### src/rtl/wb_stage.sv
// wb_stage: MEM/WB pipeline register, load-data extraction and result
// selection feeding the register-file write port. It also keeps a
// retired-instruction counter.
// Every output is a function of registered state only, so the outputs are
// stable for the whole cycle and can also act as the WB forwarding source.
module wb_stage #(
   parameter int unsigned N = 32
) (
   input  logic         clk,
   input  logic         rst,
   input  logic         stall,
   input  logic         flush,
   input  logic         memValid,
   input  logic         memRegWrite,
   input  logic [4:0]   memRd,
   input  logic [1:0]   memResSel,
   input  logic [2:0]   memFunct3,
   input  logic [N-1:0] memAluRes,
   input  logic [N-1:0] memLoadData,
   input  logic [N-1:0] memPcPlus4,
   input  logic [N-1:0] memImm,
   output logic         regWriteS,
   output logic [4:0]   writeReg,
   output logic [N-1:0] writeData,
   output logic         wbValid,
   output logic [31:0]  retireCount
);

   localparam int unsigned REG_IDX_W = 5;
   localparam int unsigned CNT_W     = 32;
   localparam int unsigned BYTE_W    = 8;
   localparam int unsigned HALF_W    = 16;

   // Result-source encodings
   localparam logic [1:0] RES_ALU  = 2'b00;
   localparam logic [1:0] RES_LOAD = 2'b01;
   localparam logic [1:0] RES_PC4  = 2'b10;
   localparam logic [1:0] RES_IMM  = 2'b11;

   // Load funct3 encodings; any other code behaves as lw
   localparam logic [2:0] F3_LB  = 3'b000;
   localparam logic [2:0] F3_LH  = 3'b001;
   localparam logic [2:0] F3_LBU = 3'b100;
   localparam logic [2:0] F3_LHU = 3'b101;

   // Pipeline register payload
   typedef struct packed {
      logic                 valid;
      logic                 reg_write;
      logic [REG_IDX_W-1:0] rd;
      logic [1:0]           res_sel;
      logic [2:0]           funct3;
      logic [1:0]           off;
      logic [N-1:0]         alu_res;
      logic [N-1:0]         load_data;
      logic [N-1:0]         pc_plus4;
      logic [N-1:0]         imm;
   } wb_reg_t;

   wb_reg_t            wb_q, wb_d;
   logic [CNT_W-1:0]   retire_cnt_q, retire_cnt_d;

   logic [BYTE_W-1:0]  byte_sel;
   logic [HALF_W-1:0]  half_sel;
   logic [N-1:0]       load_ext;
   logic [N-1:0]       result;

   // Next-state: flush bubbles, stall holds, otherwise capture MEM stage
   always_comb begin
      wb_d         = wb_q;
      retire_cnt_d = retire_cnt_q;
      if (flush) begin
         wb_d.valid     = 1'b0;
         wb_d.reg_write = 1'b0;
      end else if (!stall) begin
         wb_d.valid     = memValid;
         wb_d.reg_write = memRegWrite;
         wb_d.rd        = memRd;
         wb_d.res_sel   = memResSel;
         wb_d.funct3    = memFunct3;
         wb_d.off       = memAluRes[1:0];
         wb_d.alu_res   = memAluRes;
         wb_d.load_data = memLoadData;
         wb_d.pc_plus4  = memPcPlus4;
         wb_d.imm       = memImm;
         if (memValid) begin
            retire_cnt_d = retire_cnt_q + CNT_W'(1);
         end
      end
   end

   // State register with synchronous reset taking priority over everything
   always_ff @(posedge clk) begin
      if (rst) begin
         wb_q         <= '0;
         retire_cnt_q <= '0;
      end else begin
         wb_q         <= wb_d;
         retire_cnt_q <= retire_cnt_d;
      end
   end

   // Byte lane chosen by the low address bits
   always_comb begin
      byte_sel = wb_q.load_data[7:0];
      unique case (wb_q.off)
         2'd0: byte_sel = wb_q.load_data[7:0];
         2'd1: byte_sel = wb_q.load_data[15:8];
         2'd2: byte_sel = wb_q.load_data[23:16];
         2'd3: byte_sel = wb_q.load_data[31:24];
         default: byte_sel = wb_q.load_data[7:0];
      endcase
   end

   // Halfword lane; off[0] is ignored
   always_comb begin
      half_sel = wb_q.off[1] ? wb_q.load_data[31:16] : wb_q.load_data[15:0];
   end

   // Sign/zero extension by load type
   always_comb begin
      load_ext = wb_q.load_data;
      case (wb_q.funct3)
         F3_LB:   load_ext = {{(N-BYTE_W){byte_sel[BYTE_W-1]}}, byte_sel};
         F3_LH:   load_ext = {{(N-HALF_W){half_sel[HALF_W-1]}}, half_sel};
         F3_LBU:  load_ext = {{(N-BYTE_W){1'b0}}, byte_sel};
         F3_LHU:  load_ext = {{(N-HALF_W){1'b0}}, half_sel};
         default: load_ext = wb_q.load_data;
      endcase
   end

   // Writeback result selection
   always_comb begin
      result = wb_q.alu_res;
      unique case (wb_q.res_sel)
         RES_ALU:  result = wb_q.alu_res;
         RES_LOAD: result = load_ext;
         RES_PC4:  result = wb_q.pc_plus4;
         RES_IMM:  result = wb_q.imm;
         default:  result = wb_q.alu_res;
      endcase
   end

   // Register-file port; writes to x0 are suppressed but still retire
   always_comb begin
      regWriteS   = wb_q.valid & wb_q.reg_write & (wb_q.rd != REG_IDX_W'(0));
      writeReg    = wb_q.rd;
      writeData   = result;
      wbValid     = wb_q.valid;
      retireCount = retire_cnt_q;
   end

endmodule

### config.mk
export PLATFORM = sky130hd
export DESIGN_NAME = wb_stage
export DESIGN_NICKNAME = d
export VERILOG_FILES = /design/src/rtl/wb_stage.sv
export SDC_FILE = /design/constraint.sdc
export NUM_CORES = 1
export LEC_CHECK = 0
export BUFFER_PORTS_ARGS = -buffer_cell sky130_fd_sc_hd__buf_2
export CAP_MARGIN = 30
export CORE_MARGIN = 5
export CORE_UTILIZATION = 40
export DETAILED_ROUTE_END_ITERATION = 6
export GPL_TIMING_DRIVEN = 0
export PLACE_DENSITY = 0.73
export SYNTH_ARGS = -nofsm -noshare
export SYNTH_HDL_FRONTEND = slang
export SYNTH_SLANG_ARGS = --single-unit
### constraint.sdc
create_clock -name clk -period 2.7 [get_ports clk]
set_input_delay 0.405 -clock clk [delete_from_list [all_inputs] [get_ports clk]]
set_output_delay 0.405 -clock clk [all_outputs]
set_load 0.01 [all_outputs]
# == Word level (Yosys, flattened, before mapping) ==
# Index checks and enable logic that the tools add are counted.
# word_totals
ramBits,0
latchBits,0
n_memories,0
regBits,174
mem_bits_ro,0
# op_classes
reduce_logical,7
mul,0
bitwise,4
add_sub_neg,1
div,0
mux,4
n_lt_le_gt_ge,0
eq_ne,9
n_shift,0
# ops
op,count
$pmux W32 S4,2
$add A32 B1 Y32 const B,1
$pmux W8 S4,1
$mux W16,1
$eq A2 B2 Y1 const B,4
$eq A3 B3 Y1 const B,2
$reduce_bool A5 Y1,1
$eq A2 B1 Y1 const B,2
$logic_not A2 Y1,2
$eq A3 B1 Y1 const B,1
$logic_not A3 Y1,1
$reduce_and A3 Y1,1
$and A1 B1 Y1,2
$not A1 Y1,2
$reduce_and A2 Y1,1
$reduce_or A2 Y1,1

# == Longest topological paths before layout ==
# logic_depth
depth_word,4
depth_mapped,7

# == Worst setup path after synthesis ==
# No wires, ideal clock.
# synth_timing
path_type,reg-to-output
startpoint,"register, netlist name wb_q[97]"
endpoint,output port writeData[18]
setup_slack_ps,351
path_stages_with_launch,7
t_required_ps,2295
arrival_time_ps,1944
path_cell_list,dfxtp_1 -> clkbuf_1 -> mux2_1 -> mux2_2 -> a21oi_1 -> clkbuf_1 -> o21ai_0
# synth_rtl
item,line_no,text
"end, declared",24,"output logic [N-1:0] writeData,"

# == Worst setup path in the final report ==
# layout_timing
startpoint,register wb_q[128] (netlist bit)
endpoint,output port writeData[14]
# layout_between
elab_chain_len,4
# layout_lines
item,line_no,text
"start, declared",60,"wb_reg_t wb_q, wb_d;"
"start signal, assigned",98,wb_q <= wb_d;
$eq A2 B2 Y1 (tied with other cells),106,unique case (wb_q.off)
$pmux W8 S4 *,106,
$pmux W32 S4 *,123,case (wb_q.funct3)
$pmux W32 S4 *,135,unique case (wb_q.res_sel)
# Every way passes the cells marked *; elsewhere a longest branch is shown, timed or not.

==> metrics <==
outcome=finished clean; routed len/inst=17.8 um; ys async rst share=0%; Netlist cell types=45; final setup TNS=0 ns; Yosys reg bits=172; yosys warns=0; Post-synth EDFFs=0; core area=0.0193 sq mm; die outline width=149 um; Gate Count Post-Synth=976; LEAKAGE=3.96 nW; Crit Path Category=flip-flop to primary output; Starting Density=40.2%; f_max=378 MHz; # IOs=215; largest net degree at the start of global routing=17; setup violators final=0; critical path peak fanout=5; worst hold stages=3; PD cells=577 mW/mm^2; worst skew pair latency=0.42 ns; critical path required time=2.30 ns; Worst Path Arrival=2.24 ns; Worst Hold Launch=memAluRes[0]; clk sink count=172; vias post-DR=7955; Max Cap Viol=0; hold_buf cts=0; min-delay worst type=input port to flip-flop; num rows=51; Die Height=149 um; Detailed Route WL=26600 um; Pins Over Slew Limit=0; port buffer count=213; Hold Vio Cnt, Final=0; Post-DP HPWL=19800 um; crit end category=primary output; CTS buffer count=17; worst vdd ir=0.000470 V; skew final=0.0107 ns; Util after Layout=51.4%; Least-Margin Pin Slew=0.842 ns; minimum clock period=2.65 ns; htree depth=4; vias in the first global route=7435; Reg2Reg Depth=6; critical register-to-register path startpoint=retireCount[0]; # DRC=0; RSZ-0062 raised after global routing=yes; Routability Congestion=0.918; Fillers=1945; crit path launch type=flip-flop; sequential fraction of the synthesis area=44.4%; max_slew headroom=43.9%; Die ar.=0.0223 sq mm; synthesis-to-finish area growth=27.8%; placed cell areas=0.00915 sq mm; post-layout instance area=0.00991 sq mm; clk slew on worst S/H paths=0.06 ns; DR vias/cell=5.33; DR pass1 iterations=5; root buffer cell=clkbuf_16; initial detailed-routing violation count=591; share of layout cells above drive strength 1=27.2%; GRT Util Overall=23.1%; Clock Path Buffers=2; final worst-path cycle share=98.1%; worst reg2reg endpoint=retireCount[28]; worst hold slack=0.215 ns; main flop type after synthesis=dfxtp_1; post-synthesis cell area=0.00776 sq mm; antenna viol nets, final=0; gr ovfl total=0; post-synthesis average cell area=7.95 sq um; first-pass GRT wire length=40100 um; Mapped Nets=1121; R2R setup slack=0.23 ns; CTS tree=built; initial antenna violation count=3; final net count=1358; Hold Path End=wb_q[128]
cells in the mapped netlist, types with 3 or more instances:
| library cell | count | area share, % |
|---|---|---|
| a21oi_1 | 163 | 11 |
| a221o_1 | 3 | 0.39 |
| a22oi_1 | 19 | 1.8 |
| a2bb2oi_1 | 3 | 0.34 |
| and4_1 | 3 | 0.34 |
| buf_1 | 6 | 0.29 |
| buf_2 | 3 | 0.19 |
| buf_4 | 5 | 0.48 |
| clkbuf_1 | 68 | 3.3 |
| dfxtp_1 | 172 | 44 |
| inv_1 | 6 | 0.29 |
| mux2_2 | 37 | 5.4 |
| mux2i_1 | 14 | 1.8 |
| mux4_2 | 8 | 2.3 |
| nand2_1 | 287 | 14 |
| nand2b_1 | 5 | 0.40 |
| nand3_1 | 8 | 0.52 |
| nand4_1 | 8 | 0.65 |
| nor2_1 | 20 | 0.97 |
| nor2b_1 | 13 | 1.0 |
| nor3_1 | 5 | 0.32 |
| nor3b_1 | 4 | 0.39 |
| nor4_1 | 7 | 0.56 |
| o21ai_0 | 50 | 3.2 |
| o221a_2 | 3 | 0.44 |
| o22a_1 | 3 | 0.34 |
| o31ai_1 | 11 | 1.1 |
| or3_1 | 6 | 0.48 |
| or4_1 | 13 | 1.3 |
| xnor2_1 | 6 | 0.68 |
| xor2_1 | 3 | 0.34 |
registers in the layout, indices dropped and copies added, names as in the netlist:
name         flops
writeReg         5
retireCount     32
wbValid          1
wb_q           134
metrics by stage:
step                      power, mW  setup slack (ns)  cells
after CTS                      5.74            0.0160   1488
final                          5.72            0.0523   1493
after detailed placement       3.40            -0.520   1454
after floorplan                3.10             0.351    976
after global placement         3.39            -0.496   1454
after global routing           5.95          -0.00516   1491
report_power, final:
group	internal [mW]	switching (mW)
clock network	1.32	1.01
registers	2.63	0.0675
logic	0.294	0.405
what timing repair did:
item / in CTS / in global routing
endpoints found under the setup margin: 32 / 30
pin swaps: 1 / 1
gates resized for setup: 39 / 24
gates cloned: 0 / 0
buffers inserted: 5 / 1
worst max path at each step:
stage | start | end | slack (ns) | depth (start not counted)
final | wb_q[128] | writeData[14] | 0.05 | 5
after global placement | wb_q[97] | writeData[25] | -0.50 | 7
after detailed placement | wb_q[97] | writeData[25] | -0.52 | 7
after global routing | wb_q[128] | writeData[14] | -0.005 | 5
after CTS | wb_q[97] | writeData[3] | 0.02 | 6
after floorplan | wb_q[97] | writeData[18] | 0.35 | 6
critical path: stages, from the launching register on:
cell and delay, ns:
dfxtp_4 0.37, mux4_2 0.50, a21o_4 0.24, o221a_2 0.26, a221o_1 0.29, buf_2 0.15
cell type report:
type                            count  area (sq um)  area share, %
Antenna cell                        4          10.0          0.101
Buffer                             82           413           4.17
Clock buffer                       22           464           4.68
Clock inverter                      8          85.1          0.858
Inverter                            7          26.3          0.265
Multi-Input combinational cell    714          4020           40.6
Sequential cell                   172          3450           34.8
Tap cell                          265           332           3.34
Timing Repair Buffer              219          1110           11.2
cell families after synthesis:
logic type / after synthesis / share of synthesized area (%)
DFF: 172 / 44.4
xor gates and xnor gates: 9 / 1.02
buffers and inverters: 90 / 4.74
adders and majority gates: 1 / 0.161
muxes: 60 / 9.65
and+or+nand+nor: 385 / 21.4
AOI/OAI and AO/OA: 259 / 18.6
cells in the final DEF (no fill, tap or decap), types with 7 or more instances in the layout:
cell,synthesis,final
nand2_1,287,287
buf_2,3,216
dfxtp_1,172,170
a21oi_1,163,161
clkbuf_1,68,55
o21ai_0,50,41
mux2_2,37,38
nor2_1,20,20
a22oi_1,19,19
clkbuf_16,0,17
or4_1,13,13
nor2b_1,13,12
o31ai_1,11,11
buf_4,5,11
clkbuf_2,0,10
mux2i_1,14,10
o21ai_1,0,9
mux4_2,8,8
nand4_1,8,8
nand3_1,8,8
nor4_1,7,7
layer usage:
layer	wire (um)	up-vias	global-route usage [%]
met4	584	2	7.37
met3	2440	41	5.41
met1	11500	3694	31.9
met5	13	-	0
li1	-	3846	-
met2	12000	372	35.7
Power figures use the tool's default switching activity.
